## config.mk

```make
export PLATFORM = sky130hd
export DESIGN_NAME = spi_adc_reader
export DESIGN_NICKNAME = d
export VERILOG_FILES = /design/src/rtl/spi_adc_pkg.sv /design/src/rtl/sclk_tick_gen.sv /design/src/rtl/spi_adc_reader.sv
export SDC_FILE = /design/constraint.sdc
export NUM_CORES = 1
export LEC_CHECK = 0
export CORE_ASPECT_RATIO = 0.9
export CORE_MARGIN = 10
export CORE_UTILIZATION = 45
export CTS_BUF_LIST = sky130_fd_sc_hd__clkbuf_4
export CTS_CLUSTER_DIAMETER = 150
export CTS_CLUSTER_SIZE = 25
export DETAILED_ROUTE_END_ITERATION = 10
export HOLD_SLACK_MARGIN = 0.02
export PLACE_DENSITY_LB_ADDON = 0.15
export SLEW_MARGIN = 20
export SYNTH_ARGS = -nofsm -noshare
export SYNTH_HDL_FRONTEND = slang
export SYNTH_SLANG_ARGS = --single-unit
export TNS_END_PERCENT = 20
```

## constraint.sdc

```tcl
create_clock -name clk -period 1.9 [get_ports clk]
set_clock_uncertainty 0.05 [all_clocks]
set_input_delay 0.57 -clock clk [delete_from_list [all_inputs] [get_ports clk]]
set_output_delay 0.57 -clock clk [all_outputs]
set_load 0.02 [all_outputs]
```

## src/rtl/spi_adc_pkg.sv

```systemverilog
// Shared types and constants for the SPI ADC reader.
package spi_adc_pkg;

    typedef enum logic [2:0] {
        ST_IDLE,
        ST_CS_SETUP,
        ST_SHIFT,
        ST_CS_HOLD,
        ST_DONE,
        ST_QUIET
    } state_t;

    // SCLK rests high between frames (CPOL=1).
    localparam logic SCLK_IDLE = 1'b1;

    // Total SCLK periods in one read frame.
    function automatic int nb_frame(input int nb_lead, input int nb_data);
        return nb_lead + nb_data;
    endfunction

endpackage

```

## src/rtl/sclk_tick_gen.sv

```systemverilog
// Half-period tick generator: one tick every CLK_DIV enabled cycles.
module sclk_tick_gen #(
    parameter int CLK_DIV = 2
) (
    input  logic clk,
    input  logic rst,
    input  logic en,
    input  logic clr,
    output logic tick
);

    localparam int W = $clog2(CLK_DIV + 1);
    localparam logic [W-1:0] LOAD = W'(CLK_DIV - 1);

    logic [W-1:0] cnt;

    // Down-counter reloads on each tick so phases stay exactly CLK_DIV cycles.
    always_ff @(posedge clk) begin
        if (rst || clr) begin
            cnt <= LOAD;
        end else if (en) begin
            if (cnt == '0) cnt <= LOAD;
            else           cnt <= cnt - 1'b1;
        end
    end

    assign tick = en && (cnt == '0);

endmodule

```

## src/rtl/spi_adc_reader.sv

```systemverilog
// SPI (CPOL=1/CPHA=1, MSB first) ADC frame reader with CS framing and quiet time.
// Optional feature: define ADC_TEST_PATTERN_EN to add i_pattern_en and a frame counter
// that can replace the SPI sample.
module spi_adc_reader
    import spi_adc_pkg::*;
#(
    parameter int NB_DATA   = 12,
    parameter int NB_LEAD   = 4,
    parameter int CLK_DIV   = 2,
    parameter int QUIET_CYC = 4
) (
    input  logic               clk,
    input  logic               rst,
    input  logic               i_trigger,
    input  logic               i_miso,
`ifdef ADC_TEST_PATTERN_EN
    input  logic               i_pattern_en,
`endif
    output logic               o_cs_n,
    output logic               o_sclk,
    output logic               o_busy,
    output logic               o_done,
    output logic [NB_DATA-1:0] o_sample
);

    localparam int NB_FRAME = nb_frame(NB_LEAD, NB_DATA);
    localparam int BW       = $clog2(NB_FRAME + 1);
    localparam logic [BW-1:0] LAST_BIT = BW'(NB_FRAME - 1);
    localparam int QW       = (QUIET_CYC > 0) ? $clog2(QUIET_CYC + 1) : 1;
    localparam int QLOAD    = (QUIET_CYC > 0) ? QUIET_CYC - 1 : 0;
    localparam logic [QW-1:0] QUIET_LOAD = QW'(QLOAD);

    state_t             state, state_nx;
    logic               in_frame;
    logic               tick;
    logic               sclk_q;
    logic [BW-1:0]      bit_cnt;
    logic [NB_DATA-1:0] shift_reg;
    logic [QW-1:0]      quiet_cnt;

    sclk_tick_gen #(.CLK_DIV(CLK_DIV)) u_tick (
        .clk  (clk),
        .rst  (rst),
        .en   (in_frame),
        .clr  (!in_frame),
        .tick (tick)
    );

    // State register.
    always_ff @(posedge clk) begin
        if (rst) state <= ST_IDLE;
        else     state <= state_nx;
    end

    // Next-state logic; CS is asserted for the three framed states only.
    always_comb begin
        state_nx = state;
        in_frame = 1'b0;
        unique case (state)
            ST_IDLE:     if (i_trigger) state_nx = ST_CS_SETUP;
            ST_CS_SETUP: begin
                in_frame = 1'b1;
                if (tick) state_nx = ST_SHIFT;
            end
            ST_SHIFT: begin
                in_frame = 1'b1;
                if (tick && sclk_q && bit_cnt == LAST_BIT) state_nx = ST_CS_HOLD;
            end
            ST_CS_HOLD: begin
                in_frame = 1'b1;
                if (tick) state_nx = ST_DONE;
            end
            ST_DONE:     state_nx = (QUIET_CYC == 0) ? ST_IDLE : ST_QUIET;
            ST_QUIET:    if (quiet_cnt == '0) state_nx = ST_IDLE;
            default:     state_nx = ST_IDLE;
        endcase
    end

`ifdef ADC_TEST_PATTERN_EN
    logic [NB_DATA-1:0] pat_cnt;

    // Frame counter advances on every completed frame, whether or not it is shown.
    always_ff @(posedge clk) begin
        if (rst)                               pat_cnt <= '0;
        else if (state == ST_CS_HOLD && tick)  pat_cnt <= pat_cnt + 1'b1;
    end
`endif

    // SCLK phase, shift register, bit counter, sample and quiet countdown.
    always_ff @(posedge clk) begin
        if (rst) begin
            sclk_q    <= SCLK_IDLE;
            bit_cnt   <= '0;
            shift_reg <= '0;
            quiet_cnt <= '0;
            o_sample  <= '0;
        end else begin
            case (state)
                ST_IDLE: begin
                    sclk_q  <= SCLK_IDLE;
                    bit_cnt <= '0;
                end
                ST_CS_SETUP: if (tick) sclk_q <= 1'b0;
                ST_SHIFT: if (tick) begin
                    if (!sclk_q) begin
                        // Rising SCLK: capture MISO; lead bits fall off the top.
                        sclk_q    <= 1'b1;
                        shift_reg <= {shift_reg[NB_DATA-2:0], i_miso};
                    end else if (bit_cnt != LAST_BIT) begin
                        sclk_q  <= 1'b0;
                        bit_cnt <= bit_cnt + 1'b1;
                    end
                end
                ST_CS_HOLD: if (tick) begin
`ifdef ADC_TEST_PATTERN_EN
                    o_sample <= i_pattern_en ? pat_cnt : shift_reg;
`else
                    o_sample <= shift_reg;
`endif
                end
                ST_DONE:  quiet_cnt <= QUIET_LOAD;
                ST_QUIET: if (quiet_cnt != '0) quiet_cnt <= quiet_cnt - 1'b1;
                default: ;
            endcase
        end
    end

    assign o_sclk = sclk_q;
    assign o_cs_n = !in_frame;
    assign o_busy = (state != ST_IDLE);
    assign o_done = (state == ST_DONE);

endmodule

```

==> reports/metrics.csv <==
stage,metric,value,unit
run_status,run_status,"finished, violations left",
run_status,failed_checks,negative setup slack,
placement,place.detailed.instances,236,
grt,grt_antenna_before_repair,0,
floorplan,start_util,0.479,
critical_path,crit_path_top_delay_cell,sky130_fd_sc_hd__or3_1,
sta,finalSetupViolCount,2,
sta,worst_hold_slack,0.409,ns
grt,congestion_overflow_gr,0,
clock_tree,clock_insertion_delay_worst_skew,0.36,ns
floorplan,die_w,84.2,um
synthesis,post_synthesis_cell_area,0.00167,mm^2
drt,via_per_inst,5.28,
placement,port-buffer-count,19,
sta,post_layout_worst_setup_margin,-0.0181,ns
layout,layout-area-overhead-vs-synth,22.5,%
synthesis,synth_warnings,0,
sta,min_period,1.92,ns
pwr,cellPowerDensity,775,mW/mm^2
worst_hold_path,min_path_type,reg -> reg,
synthesis,ys_types,41,
drt,drt_first_iter_violations,93,
synthesis,synth.net_count,178,
pwr,leakage,0.000819,uW
layout,num_antenna_cells,0,
synthesis,synth_cells,170,
floorplan,floorplan.die.height,77.7,um
sta,maxSlewViolCount,0,
synthesis,syn-mean-instance-area,9.80,um^2
clock_tree,cts_sinks,38,
clock_tree,clock_tree.root_cell,sky130_fd_sc_hd__clkbuf_4,
sta,finalHoldViolations,0,
layout,post_route_cells_drive_above_1_share,0.205,
floorplan,placementRows,20,
synthesis,seq_area_frac_synth,0.456,
layout,layout.cells.non_filler,244,
clock_tree,cts_tree,built,
placement,globalplace.congestion,0.879,
critical_path,worst-endpoint-arrival,1.30,ns
critical_path,timing_worst_setup_path_type,reg -> out,
critical_path,cp.buffers_inverters,1,
grt,largest_net_degree_at_the_start_of_global_routing,36,
drt,drt_first_pass_iters,4,
drt,detailroute.via_count,1288,
placement,dpl.hpwl,2470,um
drt,drcViolationCount,0,
clock_tree,htreeDepth,2,
grt,gr-usage-all-layers,0.106,
drt,final_antenna_net_count,0,
grt,grt_pass1_vias,1234,
floorplan,io_pins,20,
sta,timing.final.crit_share,1.01,
job,maxCapViolations,0,
clock_tree,cts_setup_buffers,0,
critical_path,worstSetupStartpointType,flop,
sta,grt_setup_unrepaired,yes,
critical_path,worstPathMaxFanout,7,
sta,timing.slew.headroom,0.687,
pwr,power_after_layout,1580,uW
sta,setup_total_negative_slack,-0.0249,ns
drt,wire_per_inst,14.1,um
grt,grt_first_pass_wirelength,5860,um
sta,fmaxAchievable,0.521,GHz
clock_tree,max-clock-path-buffers,2,
layout,finish.net_count,207,
layout,final_core_util,0.587,
critical_path,critical_path.max_stage_delay,0.40,ns
synthesis,synth-seq-cells,38,
clock_tree,clkSlewWorstSetupHoldPaths,0.13,ns
pwr,vdd.ir_drop.worst,0.512,mV
critical_path,worst-endpoint-required,1.28,ns
critical_path,endpoint_kind,primary output,
sta,timing_worst_slew_pin_value,0.458,ns
floorplan,dieArea,0.00654,mm^2
floorplan,core,0.00348,mm^2
critical_path,cpLargestDelayFamily,simple AND/OR/NAND/NOR gates,
drt,detail_route.wirelength,3450,um
critical_path,crit_path_cell_trace,or3_1 > buf_2,
clock_tree,cts_made_buffers,5,
tightest hold or removal path, cell delays in order (launching register included):
cell                      delay [ns]
sky130_fd_sc_hd__dfxtp_1        0.33
sky130_fd_sc_hd__nand2_1        0.05
sky130_fd_sc_hd__mux2i_1        0.05
layout make-up:
type / instances / area (um^2)
Clock inverter: 3 / 45.0
Clock buffer: 5 / 37.5
Timing Repair Buffer: 34 / 284
Fill cell: 329 / 1440
Sequential cell: 38 / 764
Inverter: 9 / 33.8
Multi-Input combinational cell: 111 / 822
Tap cell: 44 / 55.1
through the flow:
stage	cell area [um^2]	setup WS [ns]
3_5_place_dp	1980	-0.0600
5_1_grt	2040	-0.112
4_1_cts	2030	-0.0390
6_report	2040	-0.0181
2_1_floorplan	1670	0.00644
3_3_place_gp	1980	-0.0317
kinds of logic after synthesis:
logic type | after synthesis | share of synthesized area
mux | 29 | 0.174
xor+xnor | 1 | 0.00526
simple gates | 57 | 0.178
buf+inv | 21 | 0.0563
flops | 38 | 0.456
fa+ha+maj | 4 | 0.0300
compound gates | 20 | 0.0999
power breakdown:
group	switching (uW)	total (uW)	internal [uW]
logic	105	197	91.7
clock network	282	558	276
registers	18.3	827	809
total	405	1580	1180
synth_stat cells:
master	count	share of area
sky130_fd_sc_hd__dfxtp_1	38	0.46
sky130_fd_sc_hd__mux2i_1	29	0.17
sky130_fd_sc_hd__nand2_1	28	0.063
sky130_fd_sc_hd__inv_1	7	0.016
sky130_fd_sc_hd__clkbuf_1	6	0.014
sky130_fd_sc_hd__nand3_1	6	0.018
sky130_fd_sc_hd__ha_1	4	0.030
sky130_fd_sc_hd__or3_1	4	0.015
sky130_fd_sc_hd__a21oi_1	3	0.0090
sky130_fd_sc_hd__and3_1	3	0.011
sky130_fd_sc_hd__buf_2	3	0.0090
sky130_fd_sc_hd__buf_4	3	0.014
sky130_fd_sc_hd__nor3_1	3	0.0090
sky130_fd_sc_hd__a211oi_1	2	0.0090
sky130_fd_sc_hd__a211oi_2	2	0.015
sky130_fd_sc_hd__inv_2	2	0.0045
sky130_fd_sc_hd__nand3b_1	2	0.0090
sky130_fd_sc_hd__nor2_1	2	0.0045
sky130_fd_sc_hd__a2111oi_0	1	0.0053
sky130_fd_sc_hd__a21oi_4	1	0.0098
sky130_fd_sc_hd__a311oi_1	1	0.0053
sky130_fd_sc_hd__a31o_1	1	0.0053
sky130_fd_sc_hd__a31oi_1	1	0.0038
sky130_fd_sc_hd__a32oi_1	1	0.0053
sky130_fd_sc_hd__a41o_1	1	0.0060
sky130_fd_sc_hd__and3b_1	1	0.0053
sky130_fd_sc_hd__nand2b_1	1	0.0038
sky130_fd_sc_hd__nor2b_1	1	0.0038
sky130_fd_sc_hd__nor3_2	1	0.0060
sky130_fd_sc_hd__nor3b_1	1	0.0045
sky130_fd_sc_hd__nor3b_2	1	0.0075
sky130_fd_sc_hd__o2111ai_1	1	0.0053
sky130_fd_sc_hd__o21a_1	1	0.0045
sky130_fd_sc_hd__o21ai_1	1	0.0030
sky130_fd_sc_hd__o221ai_1	1	0.0053
sky130_fd_sc_hd__o22ai_1	1	0.0038
sky130_fd_sc_hd__o31ai_1	1	0.0045
sky130_fd_sc_hd__or2_1	1	0.0038
sky130_fd_sc_hd__or2_4	1	0.0053
sky130_fd_sc_hd__or4b_4	1	0.0083
sky130_fd_sc_hd__xnor2_1	1	0.0053
layout by cell type, fill, tap and decap left out, types with 3 or more instances in the layout:
cell type / n
sky130_fd_sc_hd__clkdlybuf4s50_1: 3
sky130_fd_sc_hd__buf_2: 3
sky130_fd_sc_hd__dlygate4sd2_1: 13
sky130_fd_sc_hd__or3_1: 4
sky130_fd_sc_hd__inv_1: 7
sky130_fd_sc_hd__nand3_1: 6
sky130_fd_sc_hd__mux2i_1: 29
sky130_fd_sc_hd__nand2_1: 28
sky130_fd_sc_hd__a21oi_1: 3
sky130_fd_sc_hd__dfxtp_1: 35
sky130_fd_sc_hd__nor3_1: 3
sky130_fd_sc_hd__clkbuf_4: 5
sky130_fd_sc_hd__buf_4: 14
sky130_fd_sc_hd__dfxtp_2: 3
final timing paths:
check / from / endpoint / slack [ns] / cells after the start
max: state[2] / o_busy / -0.02 / 2
min: o_sample[6] / o_sample[6] / 0.41 / 2
max reg2reg: bit_cnt[0] / bit_cnt[3] / -0.01 / 6
min reg2reg: o_sample[6] / o_sample[6] / 0.41 / 2
what timing repair did:
action                     CTS  global route
setup endpoints to repair   21             7
pin swaps                    2             0
hold buffers                 0             0
gates resized for setup     26             3
per-layer routing:
metal | vias to the layer above | GRT usage | wire length, um
met4 | 0 | 0.0401 | 38
met2 | 21 | 0.160 | 1600
li1 | 651 | - | -
met3 | 6 | 0.0470 | 197
met1 | 610 | 0.129 | 1620
met5 | - | 0 | 0
Note: power is estimated with default switching activity, not from simulation.
